`config.mk`:
```
export PLATFORM = sky130hd
export DESIGN_NAME = chacha_stream
export DESIGN_NICKNAME = d
export VERILOG_FILES = /design/src/rtl/chacha_stream.sv
export SDC_FILE = /design/constraint.sdc
export NUM_CORES = 2
export LEC_CHECK = 0
export CAP_MARGIN = 20
export CELL_PAD_IN_SITES_DETAIL_PLACEMENT = 0
export CELL_PAD_IN_SITES_GLOBAL_PLACEMENT = 2
export CORE_MARGIN = 1
export CORE_UTILIZATION = 33
export DETAILED_ROUTE_END_ITERATION = 6
export PLACE_DENSITY = 0.67
export SKIP_LAST_GASP = 1
export SYNTH_ARGS = -nofsm -noshare
export SYNTH_HDL_FRONTEND = slang
export SYNTH_SLANG_ARGS = --single-unit
export TNS_END_PERCENT = 1
```
`constraint.sdc`:
```
create_clock -name clk -period 17.45 [get_ports clk]
set_clock_uncertainty 0.05 [all_clocks]
set_input_delay 1.745 -clock clk [delete_from_list [all_inputs] [get_ports clk]]
set_output_delay 1.745 -clock clk [all_outputs]
set_load 0.1 [all_outputs]
```
`src/rtl/chacha_stream.sv`:
```
// ChaCha keystream generator with byte-serial key/nonce/counter load and 64-byte block read.
// One quarter round per cycle on a shared datapath; round count and counter width are parameters.
module chacha_stream #(
  parameter int unsigned ROUNDS    = 20,
  parameter int unsigned CTR_BYTES = 8,
  parameter int unsigned AUTO_INC  = 1
) (
  input  logic       clk,
  input  logic       rst_n,
  input  logic       wr_key,
  input  logic       wr_nnc,
  input  logic       wr_ctr,
  input  logic       hold,
  output logic       blk_ready,
  input  logic       rd_blk,
  input  logic [7:0] data_in,
  output logic [7:0] data_out
);

  localparam int unsigned NNC_BYTES = 16 - CTR_BYTES;
  localparam int unsigned NQR       = ROUNDS * 4;

  typedef logic [15:0][31:0]          words_t;
  typedef logic [8*CTR_BYTES-1:0]     ctr_t;
  typedef enum logic [2:0] {LOAD_KEY, LOAD_NNC, LOAD_CTR, CALC, READY, READ} fsm_t;

  function automatic words_t f_init(input logic [31:0][7:0] key, input logic [15:0][7:0] cn);
    words_t s;
    s[0] = 32'h61707865;
    s[1] = 32'h3320646e;
    s[2] = 32'h79622d32;
    s[3] = 32'h6b206574;
    for (int unsigned i = 0; i < 8; i++) s[4'(4 + i)] = key[5'(4 * i) +: 4];
    for (int unsigned i = 0; i < 4; i++) s[4'(12 + i)] = cn[4'(4 * i) +: 4];
    return s;
  endfunction

  function automatic logic [31:0] f_rotl(input logic [31:0] x, input int unsigned n);
    return (x << n) | (x >> (32 - n));
  endfunction

  fsm_t               r_state;
  logic [5:0]         r_idx;
  logic [6:0]         r_qr;
  logic [31:0][7:0]   r_key;
  logic [15:0][7:0]   r_cn;
  words_t             r_w;
  logic               r_ready;

  logic               w_open, w_acc_key, w_acc_nnc, w_acc_ctr, w_wr_acc, w_rd_acc;
  logic               w_rd_done, w_ld_done;
  logic [31:0][7:0]   w_key_nx;
  logic [15:0][7:0]   w_cn_nx;
  words_t             w_sin, w_sin_nx;
  logic [1:0]         w_lb, w_lc, w_ld;
  logic [3:0]         w_ia, w_ib, w_ic, w_id;
  logic [31:0]        w_a1, w_a2, w_b1, w_b2, w_c1, w_c2, w_d1, w_d2;
  logic [5:0]         w_rd_idx;
  logic [31:0]        w_sum;

  always_comb begin
    w_open    = r_state inside {CALC, READY, READ};
    w_acc_key = w_open && wr_key;
    w_acc_nnc = w_open && !wr_key && wr_nnc;
    w_acc_ctr = w_open && !wr_key && !wr_nnc && wr_ctr;
    w_wr_acc  = w_acc_key || w_acc_nnc || w_acc_ctr;
    w_rd_acc  = (r_state == READY) && rd_blk && !w_wr_acc;
    w_rd_done = (r_state == READ) && (r_idx == 6'd63) && !w_wr_acc;
    w_ld_done = ((r_state == LOAD_KEY) && (r_idx == 6'd31)) ||
                ((r_state == LOAD_NNC) && (r_idx == 6'(NNC_BYTES - 1))) ||
                ((r_state == LOAD_CTR) && (r_idx == 6'(CTR_BYTES - 1)));

    // Byte 0 is captured in the strobe cycle, later bytes from the LOAD_* states.
    w_key_nx = r_key;
    w_cn_nx  = r_cn;
    if (w_acc_key)      w_key_nx[0] = data_in;
    else if (w_acc_nnc) w_cn_nx[4'(CTR_BYTES)] = data_in;
    else if (w_acc_ctr) w_cn_nx[0] = data_in;
    case (r_state)
      LOAD_KEY: w_key_nx[r_idx[4:0]] = data_in;
      LOAD_NNC: w_cn_nx[4'(CTR_BYTES) + r_idx[3:0]] = data_in;
      LOAD_CTR: w_cn_nx[r_idx[3:0]] = data_in;
      default: ;
    endcase
    if (AUTO_INC != 0 && w_rd_done)
      w_cn_nx[CTR_BYTES-1:0] = r_cn[CTR_BYTES-1:0] + ctr_t'(1);

    w_sin    = f_init(r_key, r_cn);
    w_sin_nx = f_init(w_key_nx, w_cn_nx);

    // Columns for qr 0-3, diagonals for qr 4-7 within each double round.
    if (r_qr[2]) begin
      w_lb = r_qr[1:0] + 2'd1;
      w_lc = r_qr[1:0] + 2'd2;
      w_ld = r_qr[1:0] + 2'd3;
    end else begin
      w_lb = r_qr[1:0];
      w_lc = r_qr[1:0];
      w_ld = r_qr[1:0];
    end
    w_ia = {2'b00, r_qr[1:0]};
    w_ib = {2'b01, w_lb};
    w_ic = {2'b10, w_lc};
    w_id = {2'b11, w_ld};

    w_a1 = r_w[w_ia] + r_w[w_ib];
    w_d1 = f_rotl(r_w[w_id] ^ w_a1, 16);
    w_c1 = r_w[w_ic] + w_d1;
    w_b1 = f_rotl(r_w[w_ib] ^ w_c1, 12);
    w_a2 = w_a1 + w_b1;
    w_d2 = f_rotl(w_d1 ^ w_a2, 8);
    w_c2 = w_c1 + w_d2;
    w_b2 = f_rotl(w_b1 ^ w_c2, 7);

    w_rd_idx  = (r_state == READ) ? r_idx : '0;
    w_sum     = r_w[w_rd_idx[5:2]] + w_sin[w_rd_idx[5:2]];
    data_out  = (w_rd_acc || ((r_state == READ) && !w_wr_acc)) ?
                8'(w_sum >> {w_rd_idx[1:0], 3'b000}) : '0;
    blk_ready = r_ready && !w_rd_acc;
  end

  always_ff @(posedge clk) begin
    if (!rst_n) begin
      r_state <= CALC;
      r_idx   <= '0;
      r_qr    <= '0;
      r_key   <= '0;
      r_cn    <= '0;
      r_w     <= f_init('0, '0);
      r_ready <= 1'b0;
    end else begin
      r_key <= w_key_nx;
      r_cn  <= w_cn_nx;
      if (w_wr_acc) begin
        r_ready <= 1'b0;
        r_idx   <= 6'd1;
        r_state <= w_acc_key ? LOAD_KEY : (w_acc_nnc ? LOAD_NNC : LOAD_CTR);
      end else begin
        case (r_state)
          LOAD_KEY, LOAD_NNC, LOAD_CTR: begin
            if (w_ld_done) begin
              r_w     <= w_sin_nx;
              r_qr    <= '0;
              r_state <= CALC;
            end else begin
              r_idx <= r_idx + 6'd1;
            end
          end
          CALC: begin
            if (!hold) begin
              r_w[w_ia] <= w_a2;
              r_w[w_ib] <= w_b2;
              r_w[w_ic] <= w_c2;
              r_w[w_id] <= w_d2;
              if (r_qr == 7'(NQR - 1)) begin
                r_qr    <= '0;
                r_ready <= 1'b1;
                r_state <= READY;
              end else begin
                r_qr <= r_qr + 7'd1;
              end
            end
          end
          READY: begin
            if (w_rd_acc) begin
              r_idx   <= 6'd1;
              r_ready <= 1'b0;
              r_state <= READ;
            end
          end
          READ: begin
            if (r_idx == 6'd63) begin
              if (AUTO_INC != 0) begin
                r_w     <= w_sin_nx;
                r_qr    <= '0;
                r_state <= CALC;
              end else begin
                r_ready <= 1'b1;
                r_state <= READY;
              end
            end else begin
              r_idx <= r_idx + 6'd1;
            end
          end
          default: r_state <= CALC;
        endcase
      end
    end
  end

endmodule
```
Word level (Yosys, flattened, before mapping)
Index checks and enable logic that the tools add are counted.

word-level totals
  register bits after elaboration = 913
  output and inout port bits = 9
  logic and storage cells = 247

operators by class
  $add $sub $neg = 12
  $lt $le $gt $ge = 15
  equal/unequal tests = 23
  shifts and indexed selects = 1
  muxes and demuxes = 74
  bitwise logic cells = 10
  reduce and logical (&&, ||, !) cells = 43

operators with widths
  kind                                            number
  bitwise mux 512 bit                             4
  two-way mux 512 bit                             3
  one-hot mux 512 bit (3 select lines)            1
  two-way mux 32 bit                              10
  binary-select mux 32 bit (select 2 bit)         4
  binary-select mux 32 bit (select 4 bit)         2
  bitwise mux 128 bit                             2
  bitwise mux 256 bit                             1
  demux 32 bit (select 2 bit)                     4
  two-way mux 256 bit                             1
  one-hot mux 128 bit (2 select lines)            1
  adder 32 bit                                    5
  bitwise XOR 32 bit                              4
  two-way mux 8 bit                               10
  adder 64 x 1 -> 64 bit (second input constant)  1
  demux 8 bit (select 4 bit)                      2
  two-way mux 64 bit                              1
  demux 8 bit (select 5 bit)                      1
  OR 32 x 12 -> 32 bit                            1
  OR 32 x 16 -> 32 bit                            1
  OR 32 x 7 -> 32 bit                             1
  OR 32 x 8 -> 32 bit                             1
  right shift 32 x 5 -> 8 bit                     1
  two-way mux 7 bit                               4
  other kinds (44)                                112

Depth between registers and ports, before layout
  depth in word-level cells = 21
  depth in mapped cells = 73

Worst setup path after synthesis
No wires, ideal clock.

  path type = register to register
  start = register r_qr[0]
  end = register r_w[229] in the netlist's numbering
  library setup time = 0.070 ns
  data arrival time = 14.382 ns
  setup slack = 2.948 ns
  cell stages (with the launch flop) = 74
  path buffers = 7
  path through = dfxtp_1 -> buf_6 -> buf_2 -> clkbuf_1 -> inv_1 -> ha_1 -> nand2_1 -> o21a_1 -> clkbuf_1 -> clkbuf_1 -> clkbuf_1 -> mux4_2 -> ha_1 -> a211oi_1 -> o211ai_1 -> nand2_1 -> a21oi_2 -> o21a_1 -> (+38 left out) -> inv_1 -> ha_1 -> fa_1 -> a21o_1 -> a21oi_1 -> o211ai_1 -> nand4_1 -> a21boi_0 -> a211oi_1 -> o21ai_0 -> o211ai_1 -> nand3_1 -> a31o_2 -> a21oi_1 -> xnor2_1 -> xnor3_1 -> o22a_1 -> a21oi_1

between the ends
  longest elaborated chain between the ends = 21
  elaborated cells on any way between the ends = 37

RTL lines
  item                                      line      source
  start, declared                           44        logic [6:0] r_qr;
  start signal, assigned                    160       r_qr <= r_qr + 7'd1;
  adder 2 x 1 -> 2 bit                      93        w_lb = r_qr[1:0] + 2'd1;
  two-way mux 2 bit                         92        if (r_qr[2]) begin
  binary-select mux 32 bit (select 2 bit)   106, 109
  two-way mux 32 bit (not written as such)  106, 109
  adder 32 bit                              106       w_a1 = r_w[w_ia] + r_w[w_ib];
  bitwise XOR 32 bit                        107       w_d1 = f_rotl(r_w[w_id] ^ w_a1, 16);
  OR 32 x 16 -> 32 bit                      39        return (x << n) | (x >> (32 - n));
  adder 32 bit                              108       w_c1 = r_w[w_ic] + w_d1;
  (+5 left out)                             n/a
  adder 32 bit                              112       w_c2 = w_c1 + w_d2;
  bitwise XOR 32 bit                        113       w_b2 = f_rotl(w_b1 ^ w_c2, 7);
  OR 32 x 7 -> 32 bit                       39
  bitwise mux 512 bit                       152       r_w[w_ib] <= w_b2;
  bitwise mux 512 bit                       153       r_w[w_ic] <= w_c2;
  bitwise mux 512 bit *                     154       r_w[w_id] <= w_d2;
  two-way mux 512 bit *                     150       if (!hold) begin
  one-hot mux 512 bit (3 select lines) *    139       case (r_state)
  end signal, assigned by index             151       r_w[w_ia] <= w_a2;
  end signal, assigned by index             153
  end signal, assigned by index             154
  end, declared                             47        words_t r_w;

Every way passes the cells marked *; elsewhere a longest branch is shown, timed or not. The select of a mux whose other input is x is not followed.
A chain may end at the register's enable or synchronous reset.

Worst setup path after layout
  start = register r_qr[0]
  end = register r_w[228] in the netlist's numbering

Same word-level chain as after synthesis.

==> metrics.md <==
| Metric | Value |
|---|---|
| Status | `finished with violations` |
| Failing checks | `design-rule violations` |
| Gr usage total | `about two fifths` |
| Largest net degree at the start of global routing | `approximately 160` |
| Synth Warn # | `0` |
| Root buf cell | `clkbuf_16` |
| Max Cap Viol | `0` |
| WS Path Type | `register to register` |
| Area of the multi-input gates | `roughly 38,000 um2` |
| CP max stage cell | `xnor2_1` |
| Worst r2r path cells | `a little over 60` |
| Hold Path End | `r_w[330]` |
| Initial antenna violation count | `33` |
| Reg clk slew, reported paths | `60 ps` |
| EDFF count, synth | `0` |
| DRC | `2` |
| # fillers | `between 15,000 and 20,000` |
| Setup TNS | `0 ps` |
| Count of different cell masters after synthesis | `99` |
| Leading area contributor after synthesis | `dfxtp_1` |
| Synth Flop Type | `dfxtp_1` |
| Sequential cell area | `about 18,000 um2` |
| Ranking of synthesized cells by area | `dfxtp_1, mux2i_1, nor2_1` |
| WL final | `357.8 mm` |
| Htree depth | `3` |
| Share of post-route cells with drive strength above 1 | `between 10% and 20%` |
| Drt pass-1 iters | `7` |
| Slew Limit Fails | `0` |
| Slew HR | `roughly 4.9%` |
| TritonCTS clock tree | `built` |
| Final hold viol count | `0` |
| CTS Buf Count | `~110` |
| Dpl hpwl | `261.2 mm` |
| FF+latch count, synth | `roughly 900` |
| Final Instance Count excl. Fillers | `9,585` |
| Syn Nets | `approximately 7,500` |
| Final clock period utilization by the worst path | `between 90% and 100%` |
| Synth Instances | `around 7,300` |
| Post-synth top area share | `a little under a third` |
| Worst slew pin tran | `roughly 1400 ps` |
| Critical-path maximum fanout | `25` |
| Max incr delay on CP | `~800 ps` |
| CTS sink count | `around 910` |
| Avg Cell Area, Syn | `approximately 8.0 um2` |
| Most common cell in the netlist | `nor2_1` |
| Starting density of the core | `around a third` |
| Worst slack at placement | `1099 ps` |
| CP Capture Type | `register` |
| RR Endpoint | `r_w[228]` |
| Total grt overflow | `0` |
| Area after DPL | `a little over 60,000 um2` |
| WL/cell | `between 30 and 40 um` |
| Worst R2R Start | `r_qr[0]` |
| Global-route wire length before repair | `approximately 480 mm` |
| Number of global-route vias before repair | `55,795` |
| Mapped Area | `a little under 60,000 um2` |
| IO Pins | `24` |
| Total core area | `between 150,000 and 200,000 um2` |
| Worst-skew pair later-pin latency | `820 ps` |
| Die area | `179,800 um2` |
| Max clock buf depth | `3` |
| Routed vias/inst | `roughly 6.4` |
| Drt first-iter violations | `between 8,000 and 9,000` |
| Fmax | `around 0.059 GHz` |
| Gp weighted congestion | `about 1.1` |
| Most frequent CP cell | `a21oi_1` |
| Num rows | `between 150 and 200` |
| Placed Cells | `about 9,400` |
| Total Nets Final | `about 7,300` |
| Ys async rst share | `0%` |
| Register area share after synthesis | `a little under a third` |
| Final Instance Area | `about 66,000 um2` |
| I/O Buffers | `23` |
| Die Width | `approximately 420 um` |
| HP Class | `register to register` |
| Worst hold stages | `2` |
| Antenna-violating nets left | `0` |
| Vias | `61,120` |
| Worst R2R Setup Slack | `520 ps` |
| Setup crit start kind | `register` |
| Layout area overhead | `12.61%` |
| CP arrival | `approximately 18,000 ps` |
| Worst setup margin | `524.5 ps` |
| Chip height | `roughly 420 um` |
| RSZ-0062 raised after global routing | `yes` |
| Post-synth top cells | `nor2_1, dfxtp_1, nand2_1, clkbuf_1, mux2i_1` |
| Worst path required time | `18,140 ps` |
| Final setup violation count | `0` |
| Hold Startpoint | `r_w[330]` |
| Min Clock Period, post-route | `roughly 17,000 ps` |
-- worst max-delay path, delay by kind of cell (launching register included) --
family / cells / cell delay (ps)
and+or+nand+nor: 10 / 2090
xor gates and xnor gates: 5 / 2340
muxes: 1 / 460
adders and majority gates: 5 / 1590
AOI/OAI and AO/OA: 38 / 9390
buffers and inverters: 3 / 530
DFF: 1 / 380
-- worst max path at each step --
stage	start	endpoint	slack [ps]	cells past startpoint
after global placement	r_qr[0]	r_w[228]	1310	65
after global routing	r_qr[0]	r_w[228]	-100	62
after CTS	r_qr[0]	r_w[227]	1060	63
final	r_qr[0]	r_w[228]	520	62
after detailed placement	r_qr[0]	r_w[227]	1100	63
after floorplan	r_qr[0]	r_w[229]	2950	73
-- stage by stage --
step	util, %	hold slack [ps]
finish	37.50	420.0
global route	37.49	440.3
CTS	37.43	415.9
detailed placement	35.18	406.5
global placement	35.13	402.3
floorplan	-	387.3
-- cell usage in the layout, fill, tap and decap left out, drive strengths merged, types with 28 or more instances in the layout --
cell,n
nor2,1201
dfxtp,913
nand2,623
mux2i,482
a21oi,482
o21ai,471
buf,268
nor3,206
a211oi,192
clkbuf,176
nand3,168
ha,167
o221ai,165
o22ai,144
mux4,142
xnor2,131
xor2,118
inv,100
a31oi,90
nor2b,87
a21o,78
o211ai,71
a221oi,68
mux2,56
a22oi,49
and3,47
and2,46
o21a,44
nand4,37
or3,36
nand2b,29
o21bai,28
clkinv,28
-- sequential cells by signal, indices dropped and copies added, names as in the netlist --
signal,cells
r_qr,7
r_key,256
r_ready,1
r_idx,6
r_w,512
r_cn,128
r_state,3
-- layout make-up --
type	count	area share [%]
inverters	96	0.5596
multi-input cells	5727	57.99
clock inverters	44	0.8054
diodes	7	0.02647
repair buffers	285	3.359
well taps	2340	4.424
clock buffers	173	5.193
flip-flops and latches	913	27.64
-- repair_timing --
action,in CTS,in global routing
hold buffers,0,0
gates resized for setup,0,1
setup buffers,0,0
endpoints found under the setup margin,0,12
-- per-layer routing --
| layer | global-route usage, % | part of all wire, % | up-vias |
|---|---|---|---|
| met2 | 56.17 | 42 | 3452 |
| met4 | 22.18 | 6.7 | 18 |
| li1 | - | - | 26421 |
| met3 | 9.925 | 9.8 | 695 |
| met5 | 0 | 0.035 | - |
| met1 | 51.00 | 42 | 30534 |
-- cell families after synthesis --
| family | share of synthesized area (%) |
|---|---|
| mux | 14.72 |
| flops | 31.10 |
| compound gates | 23.06 |
| buf+inv | 4.383 |
| fa+ha+maj | 3.726 |
| xor+xnor | 4.320 |
| simple gates | 18.68 |
Power is not shown: default switching activity piles up to over one toggle a cycle in this logic, so the estimate is an artifact.
